## config.mk

```make
export PLATFORM = sky130hd
export DESIGN_NAME = spi_master
export DESIGN_NICKNAME = d
export VERILOG_FILES = /design/src/rtl/spi_pkg.sv /design/src/rtl/spi_clk_div.sv /design/src/rtl/spi_master.sv
export SDC_FILE = /design/constraint.sdc
export NUM_CORES = 1
export LEC_CHECK = 0
export ABC_AREA = 1
export BUFFER_PORTS_ARGS = -buffer_cell sky130_fd_sc_hd__buf_2
export CAP_MARGIN = 10
export CORE_MARGIN = 1
export CORE_UTILIZATION = 40
export CTS_CLUSTER_DIAMETER = 50
export DETAILED_ROUTE_END_ITERATION = 16
export SETUP_SLACK_MARGIN = 0.2
export SLEW_MARGIN = 20
export SYNTH_ARGS = -nofsm -noshare
export SYNTH_HDL_FRONTEND = slang
export SYNTH_SLANG_ARGS = --single-unit
```

## constraint.sdc

```tcl
create_clock -name clk -period 4.65 [get_ports clk]
set_input_delay 0.93 -clock clk [delete_from_list [all_inputs] [get_ports clk]]
set_output_delay 0.93 -clock clk [all_outputs]
set_load 0.01 [all_outputs]
```

## src/rtl/spi_pkg.sv

```systemverilog
// Shared SPI definitions: master FSM state encoding and bus mode constants.
package spi_pkg;

   typedef enum logic [2:0] {
      IDLE,
      SHIFT,
      HOLD,
      GAP,
      WAIT
   } spi_state_t;

   localparam logic CPOL      = 1'b0;
   localparam logic CPHA      = 1'b0;
   localparam logic MSB_FIRST = 1'b1;

endpackage

```

## src/rtl/spi_clk_div.sv

```systemverilog
// Half-period timer: one-cycle tick after every CLK_DIV enabled cycles.
// Latency: first tick CLK_DIV cycles after clr; no backpressure, holds count while en is low.
module spi_clk_div #(
   parameter int CLK_DIV = 4,
   parameter int CNT_W   = 8
) (
   input  logic clk,
   input  logic rst_n,
   input  logic clr,
   input  logic en,
   output logic tick
);

   logic [CNT_W-1:0] cnt;

   assign tick = en && (cnt == CNT_W'(CLK_DIV - 1));

   always_ff @(posedge clk or negedge rst_n) begin
      if (!rst_n) begin
         cnt <= '0;
      end else if (clr) begin
         cnt <= '0;
      end else if (en) begin
         cnt <= tick ? '0 : cnt + CNT_W'(1);
      end
   end

endmodule

```

## src/rtl/spi_master.sv

```systemverilog
// SPI mode-0 master: serialises accepted words MSB first, captures miso into rx_data.
// Latency: done 2*BITS*CLK_DIV cycles after accept; backpressure via ready, start ignored when low.
module spi_master
   import spi_pkg::*;
#(
   parameter int BITS    = 8,
   parameter int CLK_DIV = 4,
   parameter int CNT_W   = 8
) (
   input  logic            clk,
   input  logic            rst_n,
   input  logic            start,
   input  logic [BITS-1:0] tx_data,
   input  logic            last,
   output logic            ready,
   output logic            busy,
   output logic            done,
   output logic [BITS-1:0] rx_data,
   output logic            sck,
   output logic            mosi,
   input  logic            miso,
   output logic            ssel
);

   localparam int BC_W = $clog2(BITS + 1);

   spi_state_t      state, state_nxt;
   logic            accept, tick, div_en, last_q;
   logic            sck_fall, word_end;
   logic [BITS-2:0] tx_rem;
   logic [BITS-1:0] rx_shift;
   logic [BC_W-1:0] bit_cnt;

   assign accept   = start && ready;
   assign div_en   = (state == SHIFT) || (state == HOLD) || (state == GAP);
   assign sck_fall = (state == SHIFT) && tick && sck;
   assign word_end = sck_fall && (bit_cnt == BC_W'(BITS));
   assign busy     = ~ssel;

   spi_clk_div #(
      .CLK_DIV (CLK_DIV),
      .CNT_W   (CNT_W)
   ) u_clk_div (
      .clk   (clk),
      .rst_n (rst_n),
      .clr   (accept),
      .en    (div_en),
      .tick  (tick)
   );

   always_ff @(posedge clk or negedge rst_n) begin
      if (!rst_n) state <= IDLE;
      else        state <= state_nxt;
   end

   always_comb begin
      state_nxt = state;
      ready     = 1'b0;
      case (state)
         IDLE, WAIT: begin
            ready = 1'b1;
            if (start) state_nxt = SHIFT;
         end
         SHIFT:   if (word_end) state_nxt = last_q ? HOLD : WAIT;
         HOLD:    if (tick) state_nxt = GAP;
         GAP:     if (tick) state_nxt = IDLE;
         default: state_nxt = IDLE;
      endcase
   end

   // tx_rem holds the bits still to be sent after the one currently on mosi.
   always_ff @(posedge clk or negedge rst_n) begin
      if (!rst_n) begin
         sck      <= CPOL;
         mosi     <= 1'b0;
         ssel     <= 1'b1;
         done     <= 1'b0;
         rx_data  <= '0;
         rx_shift <= '0;
         tx_rem   <= '0;
         bit_cnt  <= '0;
         last_q   <= 1'b0;
      end else begin
         done <= 1'b0;
         if (accept) begin
            ssel    <= 1'b0;
            mosi    <= tx_data[BITS-1];
            tx_rem  <= tx_data[BITS-2:0];
            last_q  <= last;
            bit_cnt <= '0;
         end else if (state == SHIFT && tick) begin
            sck <= ~sck;
            if (!sck) begin
               rx_shift <= {rx_shift[BITS-2:0], miso};
               bit_cnt  <= bit_cnt + BC_W'(1);
            end else if (bit_cnt < BC_W'(BITS)) begin
               mosi   <= tx_rem[BITS-2];
               tx_rem <= tx_rem << 1;
            end else begin
               rx_data <= rx_shift;
               done    <= 1'b1;
            end
         end else if (state == HOLD && tick) begin
            ssel <= 1'b1;
            mosi <= 1'b0;
         end
      end
   end

endmodule

```

# --- After elaboration in Yosys (flattened, before gate mapping) ---
# Index checks and enable logic that the tools add are counted.
totals:
  register_bits: 43
  in_bits: 13
  output_inout_bits: 14
  wordCells: 85
classes:
  addsub: 2
  order_cmp: 1
  n_eq_ne: 14
  mux: 29
  bitwise: 4
  reduce_logical: 24
ops:
  columns: ["cell", "count"]
  rows:
  - ["$mux 7", 4]
  - ["$mux 8", 3]
  - ["$mux 3", 5]
  - ["$mux 1", 13]
  - ["$mux 4", 3]
  - ["$pmux 3 s4", 1]
  - ["$ne 2x2->1 const B", 5]
  - ["$reduce_bool 2->1", 5]
  - ["$reduce_and 3->1", 3]
  - ["$add 8x1->8 const B", 1]
  - ["$eq 8x2->1 const B", 1]
  - ["$reduce_and 4->1", 2]
  - ["$eq 3x2->1 const B", 2]
  - ["$logic_and 1x1->1", 6]
  - ["$reduce_and 2->1", 3]
  - ["$add 4x1->4 const B", 1]
  - ["$eq 4x4->1 const B", 1]
  - ["$lt 4x4->1 const B", 1]
  - ["$not 1->1", 4]
  - ["$eq 3x1->1 const B", 1]
  - ["$eq 3x3->1 const B", 1]
  - ["$logic_not 3->1", 1]
  - ["$ne 3x2->1 const B", 1]
  - ["$ne 3x3->1 const B", 1]
  - ["other kinds (4)", 5]

# --- Logic depth before layout (Yosys ltp) ---
logic_depth:
  word_depth: 9
  mapped_depth: 10
  ltp_nobuf: 10

# --- Modules after synthesis ---
# From an unflattened synthesis, not the netlist that was laid out.
hier_totals:
  hier_cells: 259
  area_unflattened_um2: 2187.1
modules_own_cells:
  columns: ["module", "n_inst", "cells_each", "area_per_inst_um2", "seq_area_each_um2"]
  rows:
  - ["spi_master", 1, 190, 1671.6, 877.1]
  - ["spi_clk_div", 1, 69, 515.5, 200.2]

# --- Least setup slack after synthesis ---
# Ideal clock, no wire load.
synth_timing:
  path_type: "reg2out"
  from: "register state[1]"
  to: "output ready"
  t_arrival_ns: 0.761
  required_time_ns: 3.720
  slack_ns: 2.959
  path_stages_with_launch: 2
  path_buffers: 0
  path_cell_list: "dfrtp_1 > nor2_2"
synth_between:
  elab_chain_cells: 3
  word_cells_on_any_way: 4
  classes_between: "1 x eq/ne; 1 x mux; 2 x reduce/logical"
synth_lines:
  columns: ["element", "line_no", "source"]
  rows:
  - ["start, declared", "spi_master.sv:27", "spi_state_t state, state_nxt;"]
  - ["start signal, assigned", "spi_master.sv:53", "else state <= state_nxt;"]
  - ["$eq 3x3->1 / $logic_not 3->1 (equally long branches)", "spi_master.sv:59", "case (state)"]
  - ["$reduce_or 2->1 (*)", "spi_master.sv:59", null]
  - ["$mux 1 (*)", "spi_master.sv:59", null]
  - ["end, declared", "spi_master.sv:15", "output logic ready,"]
# Mark *: on every way between the ends. The rest lies on a longest branch, timed or not.

# --- Worst setup path after layout ---
# Same ends and word-level chain as after synthesis.

==> flow_metrics.tcl <==
set metrics [dict create \
    power_frac_comb 0.021 \
    hp-class "register to register" \
    worst_slack_ns 2.471 \
    routedWlPerCell_um 12.05 \
    grt_pass1_vias 1547 \
    power.internal_uw 483.2 \
    drt_iter0_drc 75 \
    vias 1609 \
    setup_violations 0 \
    ir_worst_vdd_v 0.0001167 \
    diodes 0 \
    postCtsSetupRepairBufs 0 \
    synth_top_cell_by_area "dfrtp_1" \
    power_frac_clock 0.378 \
    clk-insertion-delay-late_ns 0.30 \
    period_needed_ns 2.179 \
    portBuffers 26 \
    cts_htree_levels 2 \
    power_density_mw_per_mm2 256.7 \
    nNetsFinal 279 \
    p_seq_frac 0.600 \
    grt_max_degree 44 \
    initial_core_util 0.4204 \
    cp.required_ns 3.72 \
    die_h_um 75.50 \
    ant_nets 0 \
    switching_share 0.2246 \
    pre_cts_ws_ns 2.590 \
    drive_above_1_share 0.2462 \
    tightest_slew_ns 0.5586 \
    syn_area_mm2 0.002161 \
    synthFlopType "dfrtp_1" \
    numCtsBuffers 5 \
    tns_ns 0 \
    status "completed" \
    area_growth_pct 12.33 \
    place.gp.congestion 0.7994 \
    fmax_ghz 0.4590 \
    ys_seq_area_frac 0.4986 \
    synth.most_common_cell "nand2_1" \
    synth_edf_count 0 \
    cts_resized 0 \
    die-area_mm2 0.005700 \
    pin_count 27 \
    synth.ff_latch_count 43 \
    async_reset_ff_frac 1.000 \
    fp.coreArea_mm2 0.005140 \
    drv_cap 0 \
    fin_util 0.4722 \
    place_inst 326 \
    fin_cells 334 \
    ys_warn_count 0 \
    via_per_inst 4.817 \
    cts_sinks 43 \
    rows 26 \
    cp_max_fo 5 \
    antenna_found_initial 0 \
    clkTransAtPathRegs_ns 0.08 \
    syn_inst 234 \
    grt_overflow 0 \
    avgSynthCellArea_um2 9.234 \
    hold_viol 0 \
    synth_fp_nets 250 \
    grt_first_pass_wirelength_um 6872 \
    synth.area.top_cells "dfrtp_1, nand2_1, o21ai_2, inv_1, nand3_1" \
    clk_path_buf_depth 2 \
    worst-endpoint-arrival_ns 1.25 \
    hpwl_um 2852 \
    fin_crit_sh 0.4686 \
    p_switching_uw 140.0 \
    cts_tree "built" \
    hold_buffers 0 \
    crit_path_end_kind "output pin" \
    grt.total_usage 0.1607 \
    fin_skew_ns 0.006204 \
    first_pass_iters 4 \
    p_leak_uw 0.001217 \
    drv_slew 0 \
    rsz0062_at_grt "no" \
    synth_commonest_cells "nand2_1, dfrtp_1, inv_1, nor2_1, o21ai_2" \
    root_buffer "clkbuf_8" \
    start_kind "register" \
    wl_um 4026 \
    yosys.area.top_type_share 0.4864 \
    die_w_um 75.50 \
    critPathKind "register to output pin" \
    synth_cell_types 33 \
    post-route-drc-count 0 \
    slew_headroom 0.6276 \
]
## layout by cell type, fill, tap and decap left out, types with 2 or more instances in the layout
| cell | n |
|---|---|
| nand4_1 | 3 |
| ha_1 | 3 |
| mux2i_1 | 6 |
| xnor2_1 | 2 |
| a21oi_1 | 6 |
| nor2_8 | 2 |
| o21ai_0 | 3 |
| dfrtp_1 | 42 |
| o21ai_2 | 14 |
| nand2_4 | 2 |
| nor3_2 | 3 |
| buf_2 | 25 |
| o22ai_1 | 2 |
| nor2_1 | 17 |
| nand3_1 | 13 |
| inv_1 | 22 |
| o21ai_1 | 10 |
| inv_2 | 4 |
| nor3_1 | 7 |
| nand2_1 | 56 |
| nor2_2 | 2 |
| clkbuf_8 | 5 |
## cells by family (layout without fill, tap and decap cells)
group	count (synthesis)	in the layout	synth area share
flops	43	43	0.4986
compound gates	39	39	0.1222
fa+ha+maj	3	3	0.01737
buf+inv	30	60	0.06311
xor+xnor	3	3	0.01216
mux	6	6	0.02779
simple gates	110	110	0.2588
## power by group through the flow
stage	sequential, uW	combinational (uW)	clock [uW]
3_5_place_dp	382	13.7	0
2_1_floorplan	382	0.770	0
6_report	374	13.3	236
3_3_place_gp	382	14.0	0
5_1_grt	374	15.6	254
4_1_cts	374	13.7	242
## through the flow
stage               total power [uW]  area (um2)  hold WS (ns)
finish                         623.1        2427        0.4689
global route                   644.0        2427        0.5101
CTS                            630.0        2425        0.4765
detailed placement             395.2        2340        0.4564
global placement               395.6        2340        0.4555
floorplan                      382.4        2161        0.4416
## sequential cells by signal (all words and copies together) (netlist names)
signal,flops
mosi,1
rx_shift,8
sck,1
state,3
bit_cnt,4
ssel,1
rx_data,8
tx_rem,7
last_q,1
done,1
u_clk_div.cnt,8
## layout make-up
class | instances | area (um2)
clock buffer | 6 | 72.57
clock inverter | 2 | 12.51
fill | 538 | 2713
inverter | 26 | 97.59
multi-input combinational | 161 | 947.2
sequential | 43 | 1077
tap | 70 | 87.58
timing repair buffer | 26 | 132.6
## path summary, 6_finish.rpt
| path | from | endpoint | slack [ns] | cells past startpoint |
|---|---|---|---|---|
| setup reg to reg | u_clk_div.cnt[0] | tx_rem[2] | 2.75 | 8 |
| setup / recovery | state[1] | ready | 2.47 | 2 |
| max in group asynchronous | rst_n | bit_cnt[1] | 3.65 | 1 |
| hold reg to reg | rx_data[7] | rx_data[7] | 0.47 | 2 |
| min in group asynchronous | rst_n | state[2] | 0.61 | 1 |
| hold / removal | rx_data[7] | rx_data[7] | 0.47 | 2 |
## critical path, stage by stage, from the launching register on
cell and delay, ns:
dfrtp_1 0.44, nor2_2 0.32, buf_2 0.20
## per-layer routing
layer | vias up | share of wire | global-route usage
met3 | 4 | 0.036 | 0.04233
met2 | 30 | 0.45 | 0.2560
met1 | 752 | 0.51 | 0.2183
met4 | 0 | 0.0084 | 0.04321
li1 | 823 | - | -
met5 | - | 0 | 0
Power figures use the tool's default switching activity.
